[config.mk]
export PLATFORM = sky130hd
export DESIGN_NAME = brq_fp_csr
export DESIGN_NICKNAME = d
export VERILOG_FILES = /design/src/rtl/brq_pkg.sv /design/src/rtl/brq_fp_csr_chk.sv /design/src/rtl/brq_fp_inflight_cnt.sv /design/src/rtl/brq_fp_csr.sv
export SDC_FILE = /design/constraint.sdc
export NUM_CORES = 1
export LEC_CHECK = 0
export BUFFER_PORTS_ARGS = -buffer_cell sky130_fd_sc_hd__buf_2
export CAP_MARGIN = 20
export CELL_PAD_IN_SITES_DETAIL_PLACEMENT = 0
export CELL_PAD_IN_SITES_GLOBAL_PLACEMENT = 1
export CORE_MARGIN = 2
export CORE_UTILIZATION = 25
export DETAILED_ROUTE_END_ITERATION = 10
export PLACE_DENSITY = 0.79
export SYNTH_ARGS = -nofsm -noshare
export SYNTH_HDL_FRONTEND = slang
export SYNTH_SLANG_ARGS = --single-unit
[constraint.sdc]
create_clock -name clk_i -period 2.3 [get_ports clk_i]
set_input_delay 0.115 -clock clk_i [delete_from_list [all_inputs] [get_ports clk_i]]
set_output_delay 0.115 -clock clk_i [all_outputs]
set_load 0.03 [all_outputs]
[src/rtl/brq_pkg.sv]
// -----------------------------------------------------------------------------
// brq_pkg: shared types for the core. This slice holds the floating-point CSR
// additions.
//   fp_fs_e      - mstatus.FS encoding (Off/Initial/Clean/Dirty)
//   fp_rm_e      - rounding-mode encodings from the rm field and frm
//   fflags_t     - accrued exception flags {nv,dz,of,uf,nx}
//   csr_op_e     - CSR operation encoding driven by the decoder
//   csr_num_e    - CSR addresses owned by the FP CSR responder
//   FCSR_FRM_LSB - bit position of frm inside fcsr
//   csr_apply_op - applies READ/WRITE/SET/CLEAR to an 8-bit field image
// -----------------------------------------------------------------------------
package brq_pkg;

    typedef enum logic [1:0] {
        FS_OFF     = 2'b00,
        FS_INITIAL = 2'b01,
        FS_CLEAN   = 2'b10,
        FS_DIRTY   = 2'b11
    } fp_fs_e;

    typedef enum logic [2:0] {
        RM_RNE = 3'd0,
        RM_RTZ = 3'd1,
        RM_RDN = 3'd2,
        RM_RUP = 3'd3,
        RM_RMM = 3'd4,
        RM_DYN = 3'd7
    } fp_rm_e;

    typedef struct packed {
        logic nv;
        logic dz;
        logic of;
        logic uf;
        logic nx;
    } fflags_t;

    typedef enum logic [1:0] {
        CSR_OP_READ  = 2'b00,
        CSR_OP_WRITE = 2'b01,
        CSR_OP_SET   = 2'b10,
        CSR_OP_CLEAR = 2'b11
    } csr_op_e;

    typedef enum logic [11:0] {
        CSR_FFLAGS = 12'h001,
        CSR_FRM    = 12'h002,
        CSR_FCSR   = 12'h003
    } csr_num_e;

    localparam int unsigned FCSR_FRM_LSB = 5;

    // Only the low byte matters: fcsr is 8 bits wide and the other two CSRs
    // are narrower, so upper operand bits are discarded here.
    function automatic logic [7:0] csr_apply_op(input csr_op_e op,
                                                input logic [7:0] old_val,
                                                input logic [7:0] wdata);
        logic [7:0] res;
        case (op)
            CSR_OP_WRITE: res = wdata;
            CSR_OP_SET:   res = old_val | wdata;
            CSR_OP_CLEAR: res = old_val & ~wdata;
            default:      res = old_val;
        endcase
        return res;
    endfunction

endpackage

[src/rtl/brq_fp_csr_chk.sv]
// -----------------------------------------------------------------------------
// brq_fp_csr_chk: protocol checks on the FPU issue/done handshake.
//   clk_i, rst_ni - clock, asynchronous active-low reset
//   issue_i       - FP op issued
//   done_i        - FP op retired
//   full_i        - in-flight counter is full
//   empty_i       - in-flight counter is empty
// -----------------------------------------------------------------------------
module brq_fp_csr_chk (
    input logic clk_i,
    input logic rst_ni,
    input logic issue_i,
    input logic done_i,
    input logic full_i,
    input logic empty_i
);

    // The decoder must respect fpu_full_o; a simultaneous retire frees a slot.
    a_no_issue_when_full : assert property (@(posedge clk_i) disable iff (!rst_ni)
        !(issue_i && !done_i && full_i));

    // A retire with nothing in flight means the FPU and decoder disagree.
    a_no_done_when_empty : assert property (@(posedge clk_i) disable iff (!rst_ni)
        !(done_i && empty_i));

endmodule

[src/rtl/brq_fp_inflight_cnt.sv]
// -----------------------------------------------------------------------------
// brq_fp_inflight_cnt: saturating up/down counter of FPU ops issued but not yet
// retired.
//   clk_i, rst_ni - clock, asynchronous active-low reset
//   issue_i       - +1 (held at MaxOutstanding)
//   done_i        - -1 (held at zero); issue and done together hold the count
//   cnt_o         - current count
//   full_o        - count equals MaxOutstanding
//   empty_o       - count is zero
// -----------------------------------------------------------------------------
module brq_fp_inflight_cnt #(
    parameter  int unsigned MaxOutstanding = 4,
    localparam int unsigned CntW           = $clog2(MaxOutstanding + 1)
) (
    input  logic            clk_i,
    input  logic            rst_ni,
    input  logic            issue_i,
    input  logic            done_i,
    output logic [CntW-1:0] cnt_o,
    output logic            full_o,
    output logic            empty_o
);

    logic [CntW-1:0] cnt_q;
    logic [CntW-1:0] cnt_d;
    logic            full_s;
    logic            empty_s;

    assign full_s  = (cnt_q == CntW'(MaxOutstanding));
    assign empty_s = (cnt_q == {CntW{1'b0}});

    // Next count: saturate at both ends so protocol slips cannot wrap.
    always_comb begin
        cnt_d = cnt_q;
        case ({issue_i, done_i})
            2'b10: begin
                if (!full_s) begin
                    cnt_d = cnt_q + CntW'(1);
                end else begin
                    cnt_d = cnt_q;
                end
            end
            2'b01: begin
                if (!empty_s) begin
                    cnt_d = cnt_q - CntW'(1);
                end else begin
                    cnt_d = cnt_q;
                end
            end
            default: cnt_d = cnt_q;
        endcase
    end

    // Count register.
    always_ff @(posedge clk_i or negedge rst_ni) begin
        if (!rst_ni) begin
            cnt_q <= {CntW{1'b0}};
        end else begin
            cnt_q <= cnt_d;
        end
    end

    assign cnt_o   = cnt_q;
    assign full_o  = full_s;
    assign empty_o = empty_s;

endmodule

[src/rtl/brq_fp_csr.sv]
// -----------------------------------------------------------------------------
// brq_fp_csr: floating-point CSR responder (fflags 0x001, frm 0x002, fcsr
// 0x003). Accrues FPU exception flags, resolves dynamic rounding, tracks
// in-flight FPU ops and owns mstatus.FS.
// Build option: BRQ_FP_FS_TRACK_EN - when defined, FS is a real state machine;
// when undefined, FS reads as Dirty, FP is never off and fs_wr_* are ignored.
// Ports:
//   clk_i, rst_ni                  - clock, asynchronous active-low reset
//   csr_access_i/addr/op/wdata     - CSR instruction in EX
//   csr_hit_o, csr_rdata_o         - address decode and combinational read
//   csr_illegal_o, csr_stall_o     - FS-off trap and hold-in-EX request
//   fpu_issue_i, fpu_done_i        - FPU handshake; fpu_fflags_i valid on done
//   fpu_full_o                     - no more FP ops may be issued
//   fp_rf_we_i                     - FP register file write (dirties FS)
//   instr_rm_i, rm_o, rm_illegal_o - rounding-mode resolution
//   fs_wr_en_i, fs_wdata_i         - mstatus.FS write from the main CSR file
//   fs_o, fp_off_o, sd_o           - FS state and derived status
// -----------------------------------------------------------------------------
module brq_fp_csr
    import brq_pkg::*;
#(
    parameter  int unsigned MaxOutstanding = 4,
    localparam int unsigned CntW           = $clog2(MaxOutstanding + 1)
) (
    input  logic        clk_i,
    input  logic        rst_ni,
    input  logic        csr_access_i,
    input  logic [11:0] csr_addr_i,
    input  logic [1:0]  csr_op_i,
    input  logic [31:0] csr_wdata_i,
    output logic        csr_hit_o,
    output logic [31:0] csr_rdata_o,
    output logic        csr_illegal_o,
    output logic        csr_stall_o,
    input  logic        fpu_issue_i,
    input  logic        fpu_done_i,
    input  logic [4:0]  fpu_fflags_i,
    output logic        fpu_full_o,
    input  logic        fp_rf_we_i,
    input  logic [2:0]  instr_rm_i,
    output logic [2:0]  rm_o,
    output logic        rm_illegal_o,
    input  logic        fs_wr_en_i,
    input  logic [1:0]  fs_wdata_i,
    output logic [1:0]  fs_o,
    output logic        fp_off_o,
    output logic        sd_o
);

    fflags_t         fflags_q;
    fflags_t         fflags_d;
    logic [2:0]      frm_q;
    logic [2:0]      frm_d;
    logic [CntW-1:0] cnt_s;
    logic            cnt_full_s;
    logic            cnt_empty_s;
    logic            hit_s;
    logic            flag_addr_s;
    logic [31:0]     rdata_s;
    logic [7:0]      new_val_s;
    logic            stall_s;
    logic            illegal_s;
    logic            commit_s;
    logic            wr_dirty_s;
    fp_fs_e          fs_s;
    logic            fp_off_s;
    logic [2:0]      rm_s;

    brq_fp_inflight_cnt #(
        .MaxOutstanding(MaxOutstanding)
    ) u_inflight_cnt (
        .clk_i  (clk_i),
        .rst_ni (rst_ni),
        .issue_i(fpu_issue_i),
        .done_i (fpu_done_i),
        .cnt_o  (cnt_s),
        .full_o (cnt_full_s),
        .empty_o(cnt_empty_s)
    );

    brq_fp_csr_chk u_chk (
        .clk_i  (clk_i),
        .rst_ni (rst_ni),
        .issue_i(fpu_issue_i),
        .done_i (fpu_done_i),
        .full_i (cnt_full_s),
        .empty_i(cnt_s == {CntW{1'b0}})
    );

    // Address decode and combinational read mux.
    always_comb begin
        hit_s       = 1'b0;
        flag_addr_s = 1'b0;
        rdata_s     = 32'd0;
        case (csr_addr_i)
            CSR_FFLAGS: begin
                hit_s       = 1'b1;
                flag_addr_s = 1'b1;
                rdata_s     = {27'd0, fflags_q};
            end
            CSR_FRM: begin
                hit_s   = 1'b1;
                rdata_s = {29'd0, frm_q};
            end
            CSR_FCSR: begin
                hit_s       = 1'b1;
                flag_addr_s = 1'b1;
                rdata_s     = {24'd0, frm_q, fflags_q};
            end
            default: begin
                hit_s       = 1'b0;
                flag_addr_s = 1'b0;
                rdata_s     = 32'd0;
            end
        endcase
    end

    // Reading flags while FPU ops are in flight would return stale flags.
    assign stall_s    = csr_access_i && flag_addr_s && !cnt_empty_s;
    assign illegal_s  = csr_access_i && hit_s && fp_off_s;
    assign commit_s   = csr_access_i && hit_s && !illegal_s && !stall_s &&
                        (csr_op_i != CSR_OP_READ);
    // SET/CLEAR with a zero operand change nothing and must not dirty FS.
    assign wr_dirty_s = commit_s &&
                        ((csr_op_i == CSR_OP_WRITE) || (csr_wdata_i != 32'd0));
    assign new_val_s  = csr_apply_op(csr_op_e'(csr_op_i), rdata_s[7:0], csr_wdata_i[7:0]);

    // Next fflags/frm: committed CSR write per field, then OR in retired flags.
    always_comb begin
        fflags_d = fflags_q;
        frm_d    = frm_q;
        if (commit_s) begin
            case (csr_addr_i)
                CSR_FFLAGS: fflags_d = fflags_t'(new_val_s[4:0]);
                CSR_FRM:    frm_d    = new_val_s[2:0];
                CSR_FCSR: begin
                    fflags_d = fflags_t'(new_val_s[4:0]);
                    frm_d    = new_val_s[FCSR_FRM_LSB +: 3];
                end
                default: begin
                    fflags_d = fflags_q;
                    frm_d    = frm_q;
                end
            endcase
        end else begin
            fflags_d = fflags_q;
            frm_d    = frm_q;
        end
        if (fpu_done_i) begin
            fflags_d = fflags_t'(fflags_d | fpu_fflags_i);
        end else begin
            fflags_d = fflags_d;
        end
    end

    // fflags and frm storage.
    always_ff @(posedge clk_i or negedge rst_ni) begin
        if (!rst_ni) begin
            fflags_q <= fflags_t'(5'd0);
            frm_q    <= 3'd0;
        end else begin
            fflags_q <= fflags_d;
            frm_q    <= frm_d;
        end
    end

`ifdef BRQ_FP_FS_TRACK_EN
    fp_fs_e fs_q;
    fp_fs_e fs_d;

    // FS next state: explicit mstatus write wins, then any FP state change.
    always_comb begin
        fs_d = fs_q;
        if (fs_wr_en_i) begin
            fs_d = fp_fs_e'(fs_wdata_i);
        end else if (fpu_done_i || fp_rf_we_i || wr_dirty_s) begin
            fs_d = FS_DIRTY;
        end else begin
            fs_d = fs_q;
        end
    end

    // FS register.
    always_ff @(posedge clk_i or negedge rst_ni) begin
        if (!rst_ni) begin
            fs_q <= FS_INITIAL;
        end else begin
            fs_q <= fs_d;
        end
    end

    assign fs_s     = fs_q;
    assign fp_off_s = (fs_q == FS_OFF);
`else
    logic unused_fs_s;

    assign fs_s        = FS_DIRTY;
    assign fp_off_s    = 1'b0;
    assign unused_fs_s = ^{fs_wr_en_i, fs_wdata_i, fp_rf_we_i, wr_dirty_s};
`endif

    assign rm_s         = (instr_rm_i == RM_DYN) ? frm_q : instr_rm_i;
    assign rm_o         = rm_s;
    assign rm_illegal_o = (rm_s == 3'd5) || (rm_s == 3'd6) || (rm_s == 3'd7);

    assign csr_hit_o     = hit_s;
    assign csr_rdata_o   = rdata_s;
    assign csr_illegal_o = illegal_s;
    assign csr_stall_o   = stall_s;
    assign fpu_full_o    = cnt_full_s;
    assign fs_o          = fs_s;
    assign fp_off_o      = fp_off_s;
    assign sd_o          = (fs_s == FS_DIRTY);

endmodule

# After elaboration in Yosys (flattened, before gate mapping)
# Cells that the tools add are included.
# totals
elab_cells	57
register_bits	11
output_inout_bits	44
# classes
add_sub_neg	2
mux	12
bitwise	4
eq_ne	15
reduce_logical	17
# op_table
cell	count
$pmux 8 s3	2
$eq 12x2->1 const B	2
$eq 3x3->1 const B	5
$mux 5	3
$eq 12x1->1 const B	1
$pmux 3 s2	2
$mux 3	3
$and 8x8->8	1
$not 8->8	1
$or 8x8->8	1
$eq 2x2->1 const B	3
$reduce_bool 2->1	3
$logic_and 1x1->1	5
$or 5x5->5	1
$eq 2x1->1 const B	2
$ne 2x2->1 const B	2
$add 3x1->3 const B	1
$logic_not 3->1	1
$reduce_and 3->1	1
$reduce_or 3->1	1
$sub 3x1->3 const B	1
$logic_not 1->1	2
$logic_or 1x1->1	2
$mux 1	2
2 further kinds	2

# Longest topological paths before layout
# Gate-level depths: netlist of the first run.
# depth
word_depth	11
ltp_mapped	7
mapped_depth_nobuf	6

# By module
# From an unflattened synthesis of the first run, not the netlist that was laid out.
# hier_totals
cells_unflattened	162
area_unflattened_um2	1288.7
# modules_own_cells
module	area_each_um2	n_inst	cells_each
brq_fp_csr	994.7	1	131
brq_fp_inflight_cnt	294.0	1	31

# Least setup slack after synthesis of the first run
# No wires, ideal clock.
# synth_timing
kind	input port to flip-flop
startpoint	in fpu_done_i
endpoint	reg u_inflight_cnt.cnt_q[2] (netlist: u_inflight_cnt.cnt_o[2])
required_ps	2171
path_stages	7
path_slack_ps	678
setup_ps	129
path_buffers	1
t_arrival_ps	1493
cell_sequence	clkbuf_1 > nor2b_1 > inv_1 > fa_1 > nor3b_1 > a22o_1 > a21oi_1
# synth_between
elab_chain_cells	3
elab_cells_between_ends	7
classes_between	4 x eq/ne; 1 x mux; 2 x reduce/logical
# synth_rtl
element	line_no	source
start: declaration	brq_fp_csr.sv:36	input logic fpu_done_i,
$eq 2x1->1 or $eq 2x2->1 (tied branches)	brq_fp_inflight_cnt.sv:35	case ({issue_i, done_i})
$ne 2x2->1 (no source line) or $reduce_bool 2->1 (tied branches)	n/a	
$reduce_and 3->1 (no source line)	n/a	
end signal: assignment	brq_fp_inflight_cnt.sv:57	cnt_q <= {CntW{1'b0}};
end signal: assignment	brq_fp_inflight_cnt.sv:59	cnt_q <= cnt_d;
end: declaration	brq_fp_inflight_cnt.sv:24	logic [CntW-1:0] cnt_q;
# Several ways; a longest one is shown, not always the timed one.
# A chain may end at the register's enable or synchronous reset.

==> results of run 1 <==
==> report_power, final <==
part | internal [mW] | switching, mW
registers | 0.222 | 0.0304
clock network | 0.122 | 0.0757
logic | 0.112 | 0.217
==> cell type report <==
type	instances	area [µm²]	share of cell area (%)
Inverter	3	11.26	0.7745
Sequential cell	11	275.3	18.93
Clock buffer	4	45.04	3.098
Timing Repair Buffer	50	255.2	17.56
Multi-Input combinational cell	128	783.3	53.87
Tap cell	67	83.83	5.766
==> layer usage <==
layer  share of wire, %  wire [µm]  vias to the layer above  track usage [%]
li1                   -          -                      570                -
met1                 42       1219                      543            11.63
met2                 47       1357                       54            16.67
met3                8.5        245                        5            1.235
met4                2.2         63                        0            5.455
met5                  0          0                        -                0
==> flip-flops by register name (all words and copies together) (netlist names) <==
signal / count
fflags_q: 5
frm_q: 3
u_inflight_cnt.cnt_o: 3
==> how the worst max path moves through the flow <==
stage	startpoint	to	slack, ps	cells past startpoint
2_1_floorplan	fpu_done_i	u_inflight_cnt.cnt_o[2]	680	7
3_3_place_gp	u_inflight_cnt.cnt_o[2]	fflags_q[3]	570	5
3_5_place_dp	u_inflight_cnt.cnt_o[2]	fflags_q[4]	550	5
4_1_cts	u_inflight_cnt.cnt_o[2]	fflags_q[4]	540	5
5_1_grt	u_inflight_cnt.cnt_o[2]	fflags_q[4]	470	5
6_report	u_inflight_cnt.cnt_o[2]	fflags_q[4]	550	5
==> critical path, stage by stage, from the launching register on <==
cell and delay [ps]:
dfrtp_1 430, or3_4 430, nor2_2 160, nand3_4 140, o21a_1 210, a221o_1 270
==> layout by cell type, fill, tap and decap left out, drive strengths merged, types with 3 or more instances in the layout <==
master / synthesis / final
nand3: 9 / 9
o21bai: 3 / 3
o21a: 6 / 6
a21boi: 3 / 3
a31oi: 3 / 3
a22oi: 7 / 7
clkbuf: 3 / 4
nand4: 3 / 3
nor2: 11 / 11
nor2b: 7 / 7
and2: 3 / 3
inv: 3 / 3
o21ai: 9 / 9
conb: 2 / 29
and3: 6 / 6
dfrtp: 11 / 11
nand2b: 3 / 3
o31ai: 3 / 3
nand2: 4 / 4
buf: 32 / 49
a21oi: 5 / 5
==> kinds of logic (layout without fill, tap and decap cells) <==
| family | Yosys count | in the layout | share of synthesized area [%] |
|---|---|---|---|
| simple gates | 51 | 51 | 27.03 |
| compound gates | 44 | 44 | 24.56 |
| buf+inv | 38 | 57 | 21.38 |
| flops | 11 | 11 | 22.61 |
| xor+xnor | 3 | 3 | 2.159 |
| other cells | 2 | 29 | 0.6169 |
| fa+ha+maj | 1 | 1 | 1.644 |
==> per-stage QoR <==
step	hold slack (ps)	setup WS, ps	area (µm²)	cells
2_1_floorplan	-180.6	677.7	1319	177
3_3_place_gp	-5.371	574.6	1399	258
3_5_place_dp	-3.511	546.6	1399	258
4_1_cts	115.5	536.9	1454	263
5_1_grt	109.8	473.9	1454	263
6_report	119.9	546.7	1454	263
==> impl_metrics.ini, run 1 <==
[grt]
vias_in_the_first_global_route = 932
grt.overflow.total = 0
grt_max_degree = 15
global_route_wire_length_before_repair_mm = 4.029
track_usage_pct = 9.731
antenna_found_initial = 0

[route]
routed_via_density = 4.456
average_wire_length_per_cell_after_detail_routing_um = 10.97
detail_route.drc_violations = 0
final_antenna_net_count = 0
wirelength_mm = 2.886
vias = 1172
drt_iter0_markers = 62
drt_pre_antenna_iters = 4

[sta]
fmax_mhz = 570.3
setup_viol = 0
timing.setup.tns_ps = 0
timing.final.hold_violations = 0
finalMaxSlewViolations = 0
min_period_over_period_pct = 76.23
final_period_minus_worst_setup_slack_ps = 1753
finalClockSkew_ps = 6.007
grt_setup_unrepaired = no

[clock_network]
root_buffer = clkbuf_8
cts_max_path_bufs = 2
ctsHoldBuffers = 1
cts-buffers-inserted = 3
clk-insertion-delay-late_ps = 250
total_of_cells_resized_after_clock_tree_synthesis = 0
clock-sinks = 11
h-tree-depth = 1
path_clk_slew_ps = 50
tritoncts = built
post-cts-setup-buffer-count = 0

[floorplanning]
top_level_ports = 107
die-height_um = 73.79
rows = 25
die_w_um = 73.79
fp.dieArea_mm2 = 0.005444
core-area_mm2 = 0.004723
starting_density_pct = 25.77

[logic_synthesis]
synth-edff-count = 0
yosysSeqAreaShare_pct = 22.61
synth_warnings = 0
ys_top_cells_by_count = 31 x buf_4, 11 x dfrtp_1, 10 x nor2_1
synth-main-ff-cell = dfrtp_1
synth_largest_area_cell = dfrtp_1
post_synth_inst_count = 150
synth_area_leaders = dfrtp_1 23%, buf_4 19%, a22oi_1 4.3%
syn_area_per_cell_um2 = 8.116
syn_area_mm2 = 0.001217
synth.ff_latch_count = 11
async_flop_share_pct = 100.0
synth.distinct_cells = 37
yosysTopAreaCellShare_pct = 22.61
yosysMostFrequentCell = buf_4

[power]
p_leak_nw = 0.6864
ir_worst_vdd_v = 0.0001590
power_per_cell_area_mw_per_mm2 = 536.1
power.total_mw = 0.7794

[final_layout]
final_layout_size_suffix_gt1_share_pct = 29.59
area_growth_pct = 19.42
fill_cells = 529
layout.nets = 261
antenna-diode-count = 0
postLayoutCoreUtil_pct = 30.78

[critical_path]
reg2reg_to = fflags_q[4]
crit_path_start_kind = register
timing.rr.start = u_inflight_cnt.cnt_o[2]
worstSetupEndpointType = register
critPathArrivalTime_ps = 1880
setup_slack_of_the_worst_register_to_register_path_ps = 550
critical_path_class = register to register
worst-r2r-cell-count = 5
path_max_fanout = 9
worst_ep_required_time_ps = 2420

[outcome]
outcome = finished, final reports clean

[min_path]
timing.hold.worst_path_depth = 2
timing.hold.worst.start = fpu_fflags_i[3]
min_path_type = input pin to register
worst_hold_path.endpoint = fflags_q[3]

[placed_design]
io_buffer_count = 49
place.gp.congestion = 0.7783
dp_hpwl_mm = 2.399

[flow_run]
max_cap_violations = 0
No activity file was read; power rests on OpenSTA's default activity.
==> run 2, diff against run 1 <==
Settings changed: ABC_AREA set to 1, CORE_UTILIZATION 25 to 22, PLACE_DENSITY 0.79 to 0.75.
Clock period 2.3 ns to 1.4 ns, I/O delays scaled along.
==> run 2 against run 1 <==
Compared with the run above: fmax increased by 29%; largest cell class unchanged; utilization decreased by 1.6 points; clock power increased by 67%; final cell count increased by 24%; highest routed layer unchanged; sequential cell count unchanged; worst setup slack got worse by 500 ps; synthesized cell count increased by 31%; sequential power increased by 59%; non-clock buffer count increased by 7; clock-buffer cell count unchanged; sequential share of layout area decreased by 2.0 points; critical path type unchanged.
==> impl_metrics.ini, run 2 <==
[outcome]
outcome = finished, final reports clean

[final_layout]
antenna-diode-count = 0
largest_register_ffs = 5
layout.nets = 319
fin_cells = 326
layout_commonest_cell = nand2_1
postLayoutCoreUtil_pct = 29.14
top_register = fflags_q
commonest_cells_after_routing_fill_and_taps_aside = 52 x nand2_1, 49 x buf_2, 29 x conb_1, 22 x inv_1, 21 x nor2_1
finalInstanceArea_mm2 = 0.001624
fill_cells = 637
final_layout_size_suffix_gt1_share_pct = 33.46
area_growth_pct = 25.90

[grt]
grt.overflow.total = 0
vias_in_the_first_global_route = 1156
track_usage_pct = 10.09
grt_max_degree = 12
antenna_found_initial = 0
global_route_wire_length_before_repair_mm = 5.078

[sta]
timing.final.ws_setup_ps = 45.94
grt_setup_unrepaired = yes
min_period_over_period_pct = 96.72
timing.setup.tns_ps = 0
timing.final.hold_violations = 0
final_period_minus_worst_setup_slack_ps = 1354
fmax_mhz = 738.5
setup_viol = 0
hold_worst_slack_ps = 42.86
finalClockSkew_ps = 1.361
finalMaxSlewViolations = 0

[route]
detail_route.drc_violations = 0
wirelength_mm = 3.200
drt_iter0_markers = 26
drt_pre_antenna_iters = 4
final_antenna_net_count = 0
vias = 1261
average_wire_length_per_cell_after_detail_routing_um = 9.816
routed_via_density = 3.868

[critical_path]
critPathArrivalTime_ps = 1480
worstSetupStartpoint = u_inflight_cnt.cnt_o[0]
worst_ep_required_time_ps = 1530
timing.rr.start = u_inflight_cnt.cnt_o[0]
crit_path_start_kind = register
path_max_fanout = 3
crit_path_frequent_cell = xor2_1
worstSetupEndpointType = register
critical_path_class = register to register
cpPeakStageDelay_ps = 420
cpMaxStageDelayCell = fa_1
cp_cell_sequence = inv_1 -> fa_1 -> xor2_1 -> nand2_1 -> xor2_1

[clock_network]
cts-buffers-inserted = 3
cts_max_path_bufs = 2
h-tree-depth = 1
clk-insertion-delay-late_ps = 240
root_buffer = clkbuf_8
clock-sinks = 11
path_clk_slew_ps = 50
tritoncts = built

[placed_design]
io_buffer_count = 49
placement.setup.worst_slack_ps = 19.21
placedCellCount = 320
place.gp.congestion = 0.7386
dp_hpwl_mm = 2.702
placed_area_mm2 = 0.001555

[floorplanning]
starting_density_pct = 23.14
die_w_um = 80.58
top_level_ports = 107
die-height_um = 80.58
rows = 27
fp.dieArea_mm2 = 0.006492
core-area_mm2 = 0.005574

[logic_synthesis]
synth.ff_latch_count = 11
yosysTopAreaCellShare_pct = 21.34
synth_largest_area_cell = dfrtp_1
ys_top_cells_by_count = 53 x nand2_1, 29 x buf_4, 22 x inv_1, 21 x nor2_1, 14 x nand3_1
synth_area_leaders = dfrtp_1 21%, buf_4 17%, nand2_1 15%
synth.distinct_cells = 26
async_flop_share_pct = 100.0
yosysMostFrequentCell = nand2_1
syn_area_per_cell_um2 = 6.582
syn_area_mm2 = 0.001290
synth-edff-count = 0
synth-main-ff-cell = dfrtp_1
post_synth_inst_count = 196
synth_warnings = 0
yosysSeqAreaShare_pct = 21.34

[min_path]
min_path_type = input pin to register
timing.hold.worst.start = fpu_fflags_i[2]

[power]
ir_worst_vdd_v = 0.0002237
p_leak_nw = 0.9552
power_per_cell_area_mw_per_mm2 = 771.2
power.total_mw = 1.252

[flow_run]
max_cap_violations = 0
[run 2: worst paths after layout]
path / slack (ps) / to / cells past startpoint
worst min register to register: 490 / fflags_q[0] / 2
worst max-delay path: 50 / u_inflight_cnt.cnt_o[2] / 5
max in group asynchronous: 940 / u_inflight_cnt.cnt_o[1] / 2
worst min-delay path: 40 / fflags_q[2] / 3
min in group asynchronous: 240 / fflags_q[4] / 2
worst max register to register: 50 / u_inflight_cnt.cnt_o[2] / 5
[run 2: what timing repair did]
item,4_1_cts,5_1_grt
pin swaps,0,2
hold buffers,1,0
buffers inserted,0,1
hold endpoints to repair,11,0
setup endpoints to repair,1,7
resized for setup,1,1
[run 2: layout make-up]
type	count	area, µm²	area share, %
multi-input combinational	156	808.3	49.77
timing repair buffer	57	307.8	18.95
sequential	11	275.3	16.95
inverter	26	97.59	6.009
tap	72	90.09	5.547
clock buffer	4	45.04	2.773
[run 2: layer usage]
layer  up-vias  GRT usage, %  part of all wire, %  routed length, µm
li1        662             -                    -                  -
met1       550         12.77                   45               1435
met2        45         17.17                   48               1546
met3         4         1.011                  5.2                166
met4         0         4.576                  1.7                 53
met5         -             0                    0                  0
[run 2: kinds of logic (layout without fill, tap and decap cells)]
group / Yosys count / in the layout / share of synthesized area (%)
simple gates: 106 / 106 / 41.42
buf+inv: 56 / 87 / 25.31
compound gates: 17 / 17 / 7.759
flops: 11 / 11 / 21.34
xor+xnor: 3 / 3 / 2.037
other cells: 2 / 29 / 0.5822
fa+ha+maj: 1 / 1 / 1.552
[run 2: power breakdown]
group,internal (mW),switching (mW),total [mW]
clock,0.201,0.130,0.331
sequential,0.365,0.0366,0.401
combinational,0.172,0.348,0.520
total,0.738,0.515,1.25
[run 2: worst max-delay path: cells and delay by family, from the launching register on]
kind                       cells  cell delay, ps
xor gates and xnor gates       2             300
buffers and inverters          1              70
DFF                            1             370
and+or+nand+nor                1              80
adders and majority gates      1             420
==> run 3, diff against run 2 <==
Settings changed: CORE_UTILIZATION 22 to 26, PLACE_DENSITY 0.75 to 0.83.
Clock period 1.4 ns to 1.7 ns, I/O delays scaled along.
==> run 3 against run 2 <==
Compared with the run above: combinational power down 26%; worst setup slack gained 190 ps; critical path type is now register to primary output; highest routed layer unchanged; register-to-register slack improved by 240 ps; sequential power is 16% lower; non-clock buffer count fell by 5; sequential cell count unchanged; design area down 3.8%; final cell count down 3.1%; clock skew is essentially flat; first-iteration DRC count increased by 120%.
==> impl_metrics.ini, run 3 (same netlist as run 2, synthesis figures left out) <==
[clock_network]
cts-buffers-inserted = 3
h-tree-depth = 1
path_clk_slew_ps = 50
cts_max_path_bufs = 2
tritoncts = built
root_buffer = clkbuf_8
clock-sinks = 11
clk-insertion-delay-late_ps = 240

[sta]
timing.final.hold_violations = 0
min_period_over_period_pct = 86.02
finalClockSkew_ps = 1.576
fmax_mhz = 683.8
setup_viol = 0
finalMaxSlewViolations = 0
grt_setup_unrepaired = no
timing.setup.tns_ps = 0
final_period_minus_worst_setup_slack_ps = 1462

[grt]
global_route_wire_length_before_repair_mm = 4.795
vias_in_the_first_global_route = 1141
track_usage_pct = 11.13
grt_max_degree = 12
grt.overflow.total = 0
antenna_found_initial = 0

[route]
wirelength_mm = 2.848
vias = 1234
detail_route.drc_violations = 0
drt_iter0_markers = 57
average_wire_length_per_cell_after_detail_routing_um = 9.013
final_antenna_net_count = 0
drt_pre_antenna_iters = 4
routed_via_density = 3.905

[power]
seq_power_share_pct = 34.1
power.combinational.fraction_pct = 38.8
power_per_cell_area_mw_per_mm2 = 631.4
power.total_mw = 0.9867
netSwitchingPower_mw = 0.4047
ir_worst_vdd_v = 0.0003456
p_leak_nw = 0.9305
power_switching_share_pct = 41.02
cellInternalPower_mw = 0.5820
power.clock.fraction_pct = 27.0

[critical_path]
worstSetupEndpointType = primary output
critical_path_class = register to primary output
cpMaxStageDelayCell = dfrtp_1
worst_ep_required_time_ps = 1620
path_max_fanout = 4
cpPeakStageDelay_ps = 400
cp_cell_sequence = nor2_1 -> a21oi_1 -> nand3_4 -> inv_1 -> buf_2
critPathArrivalTime_ps = 1380
crit_path_start_kind = register

[final_layout]
area_growth_pct = 21.14
top_register = fflags_q
final_layout_size_suffix_gt1_share_pct = 30.92
commonest_cells_after_routing_fill_and_taps_aside = 53 x nand2_1, 49 x buf_2, 29 x conb_1, 22 x inv_1, 21 x nor2_1
layout_commonest_cell = nand2_1
fill_cells = 549
antenna-diode-count = 0
layout.nets = 314
largest_register_ffs = 5

[floorplanning]
die-height_um = 74.44
starting_density_pct = 27.13
die_w_um = 74.44
fp.dieArea_mm2 = 0.005541
top_level_ports = 107
rows = 25
core-area_mm2 = 0.004755

[min_path]
min_path_type = input pin to register

[placed_design]
place.gp.congestion = 0.7331
dp_hpwl_mm = 2.541
io_buffer_count = 49

[flow_run]
max_cap_violations = 0

[outcome]
outcome = finished, final reports clean
==> run 3: what timing repair did <==
item,in CTS,in global routing
buffers inserted,0,0
resized for setup,0,0
hold buffers,1,0
hold endpoints to repair,11,0
==> run 3: critical path, delay by kind of cell, from the launching register on <==
kind	cells	cell delay, ps
flip-flops	1	400
AO/OA/AOI/OAI	1	220
buffers and inverters	2	270
AND/OR/NAND/NOR	2	240
==> run 3: final timing paths <==
path                                          from                       to  slack [ps]  depth (start not counted)
max in group asynchronous                   rst_ni              fflags_q[0]        1240                          2
hold reg to reg                        fflags_q[3]              fflags_q[3]         490                          2
setup reg to reg           u_inflight_cnt.cnt_o[0]  u_inflight_cnt.cnt_o[2]         290                          5
setup / recovery           u_inflight_cnt.cnt_o[0]              csr_stall_o         240                          5
hold / removal                     fpu_fflags_i[3]              fflags_q[3]          50                          3
min in group asynchronous                   rst_ni                 frm_q[1]         250                          2
==> run 3: through the flow <==
step	hold slack, ps	util, %	std cells	area, µm²	setup slack (ps)
floorplan	-210.6	-	223	1391	270.4
global placement	-32.53	31.68	311	1506	295.0
detailed placement	-29.47	31.68	311	1506	287.9
CTS	54.08	32.87	316	1563	211.5
global route	72.04	32.87	316	1563	182.4
finish	53.99	32.87	316	1563	237.6
==> run 3: area by class of cell <==
| type | count | area (µm²) | area share (%) |
|---|---|---|---|
| clock buffers | 3 | 41.29 | 2.642 |
| flip-flops and latches | 11 | 275.3 | 17.61 |
| inverters | 26 | 97.59 | 6.245 |
| multi-input cells | 156 | 789.5 | 50.52 |
| well taps | 67 | 83.83 | 5.364 |
| repair buffers | 52 | 270.3 | 17.29 |
| clock inverters | 1 | 5.005 | 0.3203 |
==> run 3: per-layer routing <==
| layer | vias up | GRT usage, % | routed length, µm |
|---|---|---|---|
| met5 | - | 0 | 0 |
| li1 | 656 | - | - |
| met2 | 44 | 19.37 | 1350 |
| met1 | 531 | 13.78 | 1277 |
| met3 | 3 | 3.388 | 209 |
| met4 | 0 | 1.786 | 10 |
==> run 3: power groups by stage <==
stage	logic, mW	clock network [mW]	registers [mW]
2_1_floorplan	0.346	0	0.332
3_3_place_gp	0.381	0	0.342
3_5_place_dp	0.385	0	0.342
4_1_cts	0.388	0.272	0.338
5_1_grt	0.431	0.288	0.344
6_report	0.383	0.267	0.337
